File: src/rtl/rpu_pkg.sv
// Shared definitions for the push and pop RPUs: FSM encodings and node-word slot layout.
package rpu_pkg;

  localparam int unsigned NUM_SLOTS = 4;
  localparam int unsigned PORT_W    = 2;
  localparam int unsigned FSM_W     = 2;

  localparam logic [FSM_W-1:0] ST_IDLE = 2'b00;
  localparam logic [FSM_W-1:0] ST_PUSH = 2'b11;
  localparam logic [FSM_W-1:0] ST_WB   = 2'b10;

  // A slot is {size, value}; the value sits in the low bits.
  function automatic int unsigned slot_w(input int unsigned ctw, input int unsigned mtw,
                                         input int unsigned ptw);
    return ctw + mtw + ptw;
  endfunction

  function automatic int unsigned size_off(input int unsigned mtw, input int unsigned ptw);
    return mtw + ptw;
  endfunction

endpackage

File: src/rtl/rpu_min_sel.sv
// Picks the slot with the smallest sub-tree size; the lowest index wins ties.
module rpu_min_sel
  import rpu_pkg::*;
#(
  parameter int unsigned CTW = 10
) (
  input  logic [NUM_SLOTS*CTW-1:0] sizes_i,
  output logic [PORT_W-1:0]        port_o
);

  logic [CTW-1:0] s0, s1, s2, s3;
  logic [CTW-1:0] lo_min, hi_min;
  logic           lo_sel, hi_sel;

  assign s0 = sizes_i[0*CTW +: CTW];
  assign s1 = sizes_i[1*CTW +: CTW];
  assign s2 = sizes_i[2*CTW +: CTW];
  assign s3 = sizes_i[3*CTW +: CTW];

  // Strict less-than keeps the lower index on equal sizes at every level.
  assign lo_sel = (s1 < s0);
  assign hi_sel = (s3 < s2);
  assign lo_min = lo_sel ? s1 : s0;
  assign hi_min = hi_sel ? s3 : s2;

  always_comb begin
    port_o = {1'b0, lo_sel};
    if (hi_min < lo_min) begin
      port_o = {1'b1, hi_sel};
    end
  end

endmodule

File: src/rtl/push_rpu.sv
// Push RPU: reads a 4-slot heap node, keeps the smaller value in the least-loaded slot, forwards the larger.
// Optional PUSH_RPU_FULL_CHECK_EN drops pushes into a saturated slot and pulses o_overflow.
module push_rpu
  import rpu_pkg::*;
#(
  parameter int unsigned PTW = 16,
  parameter int unsigned MTW = 0,
  parameter int unsigned CTW = 10,
  parameter int unsigned ADW = 20
) (
  input  logic                            i_clk,
  input  logic                            i_arst_n,
  input  logic                            i_push,
  input  logic [MTW+PTW-1:0]              i_push_data,
  output logic                            o_push,
  output logic [MTW+PTW-1:0]              o_push_data,
  output logic                            o_read,
  input  logic [4*(CTW+MTW+PTW)-1:0]      i_read_data,
  output logic                            o_write,
  output logic [4*(CTW+MTW+PTW)-1:0]      o_write_data,
  input  logic [ADW-1:0]                  i_my_addr,
  output logic [ADW-1:0]                  o_child_addr,
  output logic [ADW-1:0]                  o_read_addr,
  output logic [ADW-1:0]                  o_write_addr,
  output logic [1:0]                      o_fsm,
  output logic                            o_overflow
);

  localparam int unsigned VW     = MTW + PTW;
  localparam int unsigned SW     = slot_w(CTW, MTW, PTW);
  localparam int unsigned SZ_OFF = size_off(MTW, PTW);

  logic [FSM_W-1:0]          fsm_q, fsm_d;
  logic [ADW-1:0]            addr_q, addr_d;
  logic [VW-1:0]             data_q, data_d;
  logic [NUM_SLOTS*CTW-1:0]  sizes;
  logic [PORT_W-1:0]         port;
  logic [CTW-1:0]            tgt_size, new_size;
  logic [VW-1:0]             tgt_val, keep_val, fwd_val;
  logic                      fwd, full;

  always_ff @(posedge i_clk or negedge i_arst_n) begin
    if (!i_arst_n) begin
      fsm_q  <= ST_IDLE;
      addr_q <= '0;
      data_q <= '0;
    end else begin
      fsm_q  <= fsm_d;
      addr_q <= addr_d;
      data_q <= data_d;
    end
  end

  // A push may only be accepted outside ST_PUSH; ST_PUSH always retires to ST_WB.
  always_comb begin
    fsm_d  = fsm_q;
    addr_d = addr_q;
    data_d = data_q;
    case (fsm_q)
      ST_PUSH: fsm_d = ST_WB;
      default: begin
        if (i_push) begin
          fsm_d  = ST_PUSH;
          addr_d = i_my_addr;
          data_d = i_push_data;
        end else begin
          fsm_d  = ST_IDLE;
          addr_d = '0;
        end
      end
    endcase
  end

  assign o_read       = i_push & ((fsm_q == ST_IDLE) | (fsm_q == ST_WB));
  assign o_read_addr  = i_my_addr;
  assign o_write_addr = addr_q;
  assign o_fsm        = fsm_q;

  always_comb begin
    sizes = '0;
    for (int unsigned i = 0; i < NUM_SLOTS; i++) begin
      sizes[i*CTW +: CTW] = i_read_data[i*SW+SZ_OFF +: CTW];
    end
  end

  rpu_min_sel #(.CTW(CTW)) u_min_sel (
    .sizes_i (sizes),
    .port_o  (port)
  );

  always_comb begin
    tgt_size = '0;
    tgt_val  = '0;
    for (int unsigned i = 0; i < NUM_SLOTS; i++) begin
      if (port == PORT_W'(i)) begin
        tgt_size = i_read_data[i*SW+SZ_OFF +: CTW];
        tgt_val  = i_read_data[i*SW +: VW];
      end
    end
  end

`ifdef PUSH_RPU_FULL_CHECK_EN
  assign full = &tgt_size;
`else
  assign full = 1'b0;
`endif

  // Stored value wins ties so equal priorities keep their original position.
  always_comb begin
    fwd      = (tgt_size != '0);
    new_size = tgt_size + CTW'(1);
    keep_val = data_q;
    fwd_val  = tgt_val;
    if (fwd && !(data_q[PTW-1:0] < tgt_val[PTW-1:0])) begin
      keep_val = tgt_val;
      fwd_val  = data_q;
    end
  end

  always_comb begin
    o_write      = 1'b0;
    o_write_data = '0;
    o_push       = 1'b0;
    o_push_data  = '1;
    o_child_addr = '1;
    o_overflow   = 1'b0;
    if (fsm_q == ST_PUSH) begin
      o_child_addr = {addr_q[ADW-3:0], port};
      if (full) begin
        o_overflow = 1'b1;
      end else begin
        o_write      = 1'b1;
        o_write_data = i_read_data;
        for (int unsigned i = 0; i < NUM_SLOTS; i++) begin
          if (port == PORT_W'(i)) begin
            o_write_data[i*SW +: VW]         = keep_val;
            o_write_data[i*SW+SZ_OFF +: CTW] = new_size;
          end
        end
        if (fwd) begin
          o_push      = 1'b1;
          o_push_data = fwd_val;
        end
      end
    end
  end

endmodule

File: config.mk
export PLATFORM = sky130hd
export DESIGN_NAME = push_rpu
export DESIGN_NICKNAME = d
export VERILOG_FILES = /design/src/rtl/rpu_pkg.sv /design/src/rtl/rpu_min_sel.sv /design/src/rtl/push_rpu.sv
export SDC_FILE = /design/constraint.sdc
export NUM_CORES = 1
export LEC_CHECK = 0
export BUFFER_PORTS_ARGS = -buffer_cell sky130_fd_sc_hd__buf_2
export CELL_PAD_IN_SITES_DETAIL_PLACEMENT = 0
export CELL_PAD_IN_SITES_GLOBAL_PLACEMENT = 1
export CORE_AREA = 2 2 168 120
export CTS_CLUSTER_SIZE = 40
export DETAILED_ROUTE_END_ITERATION = 8
export DIE_AREA = 0 0 170 122
export MAX_ROUTING_LAYER = met4
export PLACE_DENSITY = 0.85
export SYNTH_ARGS = -nofsm -noshare
export SYNTH_HDL_FRONTEND = slang
export SYNTH_HIERARCHICAL = 1
export SYNTH_SLANG_ARGS = --single-unit
File: constraint.sdc
create_clock -name i_clk -period 7.05 [get_ports i_clk]
set_input_delay 0.3525 -clock i_clk [delete_from_list [all_inputs] [get_ports i_clk]]
set_output_delay 0.3525 -clock i_clk [all_outputs]
set_load 0.005 [all_outputs]
==> impl_metrics.env <==
export IMPL_netlist_instances=759
export IMPL_rsz0062_at_grt="false"
export IMPL_status="finished, final reports clean"
export IMPL_hold_slack_ns=0.1759
export IMPL_switching_power_mw=0.9831
export IMPL_reg2reg_depth=4
export IMPL_timing_rr_start="o_fsm[0]"
export IMPL_cp_num_cells=25
export IMPL_die_w_um=170
export IMPL_cts_sinks=38
export IMPL_placed_area_um2=7506
export IMPL_dp_cells=1267
export IMPL_synth_area_leaders="dfrtp_1 (16%), mux4_2 (9.6%), ha_1 (9.4%)"
export IMPL_drv_cap=0
export IMPL_grt_use_total=0.2385
export IMPL_tightest_slew_ns=1.361
export IMPL_final_layout_size_suffix_gt1_frac=0.4178
export IMPL_power_density_nw_per_um2=248.8
export IMPL_grt_max_degree=89
export IMPL_postRouteAntennaNets=0
export IMPL_yosysWarnings=6
export IMPL_final_util=0.3995
export IMPL_synth_fp_nets=946
export IMPL_cts_hold_buf=0
export IMPL_p_int_mw=0.9418
export IMPL_grt_pass1_vias=6510
export IMPL_fp_coreArea_um2=19370
export IMPL_crit_end="o_push_data[1]"
export IMPL_netlist_area_um2=5856
export IMPL_place_port_buffers=327
export IMPL_period_needed_ns=6.657
export IMPL_num_rows=43
export IMPL_ios=329
export IMPL_ys_seq_area_frac=0.1624
export IMPL_r2r_end="data_q[3]"
export IMPL_async_flop_share=1.000
export IMPL_cpMostUsedCell="ha_1"
export IMPL_synthToLayoutAreaGrowth_pct=32.14
export IMPL_fin_skew_ns=0.003272
export IMPL_layout_cells_non_filler=1288
export IMPL_crit_path_start="i_read_data[19]"
export IMPL_fmax_mhz=150.2
export IMPL_drc=0
export IMPL_setup_violations=0
export IMPL_clkLatencyLatePin_ns=0.28
export IMPL_clockRootBuffer="clkbuf_16"
export IMPL_clock_path_buffers=2
export IMPL_slew_violations=0
export IMPL_cp_end_kind="primary output"
export IMPL_hp_class="in -> async"
export IMPL_fill_cells=2056
export IMPL_start_util=0.3023
export IMPL_syn_avg_cell_area_um2=7.715
export IMPL_die_area_um2=20740
export IMPL_ff2ff_setup_slack_ns=4.79
export IMPL_path_delay_family="compound AO/OA/AOI/OAI gates"
export IMPL_synth_cell_types=58
export IMPL_cpPeakStageDelay_ns=1.02
export IMPL_cp_slowest_cell="nor2_1"
export IMPL_synth_ff_type="dfrtp_1"
export IMPL_yosysTopAreaCellShare=0.1624
export IMPL_numCtsBuffers=5
export IMPL_cts_tree="done"
export IMPL_grt_overflow_total=0
export IMPL_cp_arrival_ns=6.30
export IMPL_first_pass_iters=5
export IMPL_final_area_um2=7737
export IMPL_final_nets=1220
export IMPL_clkTransAtPathRegs_ns=0.05
export IMPL_path_class="in -> out"
export IMPL_peakVddDrop_v=0.00009824
export IMPL_path_max_fanout=19
export IMPL_dpl_hpwl_mm=20.10
export IMPL_grt_antenna_before_repair=6
export IMPL_synth_edf_count=0
export IMPL_crit_required_ns=6.70
export IMPL_detail_route_wl_per_cell_um=19.52
export IMPL_p_clk_frac=0.126
export IMPL_routed_via_density=5.468
export IMPL_finalHoldViolCount=0
export IMPL_seqCellArea_um2=950.9
export IMPL_crit_buf_inv=6
export IMPL_seq_power_share=0.140
export IMPL_multiInputGateArea_um2=4320
export IMPL_p_leak_nw=3.803
export IMPL_grt_pass1_wl_mm=37.36
export IMPL_startpoint_type="input port"
export IMPL_routed_wl_mm=25.14
export IMPL_period_share=0.9443
export IMPL_combPwrFrac=0.733
export IMPL_ys_ff_latch=38
export IMPL_p_sw_frac=0.5107
export IMPL_die_h_um=122
export IMPL_maxSlewHeadroom=0.08917
export IMPL_drtIter0Drc=517
export IMPL_final_setup_tns_ns=0
export IMPL_vias=7043
export IMPL_routabilityCongestion=0.9982
export IMPL_synth_top_area_cell="dfrtp_1"
export IMPL_htreeDepth=2
## worst min-delay path by stage
stage               depth (start not counted)  slack [ns]                to
floorplan                                   0        0.06         data_q[0]
global placement                            2        0.45  o_write_addr[19]
detailed placement                          2        0.45  o_write_addr[19]
CTS                                         1        0.21        data_q[13]
global route                                1        0.25        data_q[13]
finish                                      1        0.18        data_q[13]
## state kept, by name, indices dropped and copies added (netlist names)
register      count
o_write_addr     20
o_fsm             2
data_q           16
## cell type report
cell class                      instances  share of cell area
Clock buffer                            8             0.02151
Sequential cell                        38              0.1229
Timing Repair Buffer                  350              0.2354
Inverter                               40             0.01957
Tap cell                              247             0.03994
Multi-Input combinational cell        598              0.5584
Antenna cell                            7            0.002264
## cells in the final DEF, fill, tap and decap left out, types with 22 or more instances in the layout
cell type | synthesis | routed
buf_2 | 10 | 327
o21ai_0 | 89 | 89
nand2_1 | 89 | 88
a31oi_1 | 61 | 61
nor2_1 | 46 | 45
ha_1 | 44 | 44
inv_1 | 39 | 39
nand3_1 | 39 | 39
dfrtp_1 | 38 | 38
a21oi_1 | 36 | 36
mux4_2 | 25 | 25
nand2b_1 | 22 | 22
buf_4 | 23 | 22
## power groups by stage
stage | clock [mW] | combinational (mW) | sequential, mW
floorplan | 0 | 0.913 | 0.267
global placement | 0 | 1.35 | 0.274
detailed placement | 0 | 1.36 | 0.274
CTS | 0.251 | 1.37 | 0.270
global route | 0.263 | 1.54 | 0.274
finish | 0.243 | 1.41 | 0.270
## layer usage
layer,up-vias,GRT usage,routed length [µm],share of wire
met4,0,0.04380,328,0.013
met3,24,0.04353,1887,0.075
met2,344,0.3727,11330,0.45
met1,3366,0.3260,11600,0.46
li1,3309,-,-,-
met5,-,-,0,0
## stage by stage
stage               setup slack [ns]  total power [mW]
finish                        0.3929             1.925
global route                 0.04608             2.078
CTS                           0.1842             1.891
detailed placement            0.2180             1.638
global placement              0.3667             1.626
floorplan                     0.7731             1.180
## logic make-up after synthesis
family,Yosys count,share of synthesized area
DFF,38,0.1624
xor gates and xnor gates,17,0.02543
other,1,0.0006404
AOI/OAI and AO/OA,254,0.2812
and+or+nand+nor,231,0.1861
buffers and inverters,123,0.1049
adders and majority gates,44,0.09402
muxes,51,0.1453
## synthesized netlist by cell type (2+ instances only)
| library cell | count |
|---|---|
| xor2_1 | 8 |
| nor2_1 | 46 |
| nand2_1 | 89 |
| ha_1 | 44 |
| mux2_2 | 17 |
| a21oi_1 | 36 |
| a211oi_1 | 14 |
| nand4_1 | 8 |
| mux4_2 | 25 |
| clkbuf_1 | 41 |
| a21o_1 | 4 |
| buf_2 | 10 |
| buf_4 | 23 |
| buf_1 | 3 |
| o21ai_4 | 7 |
| xnor2_1 | 9 |
| dfrtp_1 | 38 |
| nor3b_1 | 2 |
| o21ai_1 | 8 |
| and2_1 | 6 |
| o21ai_2 | 6 |
| and4_1 | 3 |
| o21ai_0 | 89 |
| inv_1 | 39 |
| buf_6 | 5 |
| a31oi_1 | 61 |
| nor2b_1 | 5 |
| mux2i_1 | 7 |
| nand3_1 | 39 |
| o211ai_1 | 17 |
| nand2b_1 | 22 |
| a21boi_0 | 2 |
## what timing repair did
| item | in CTS | in global routing |
|---|---|---|
| buffers inserted | 0 | 6 |
| resized for setup | 0 | 2 |
| hold endpoints to repair | 0 | 0 |
| endpoints found under the setup margin | 0 | 78 |
Power figures use the tool's default switching activity.
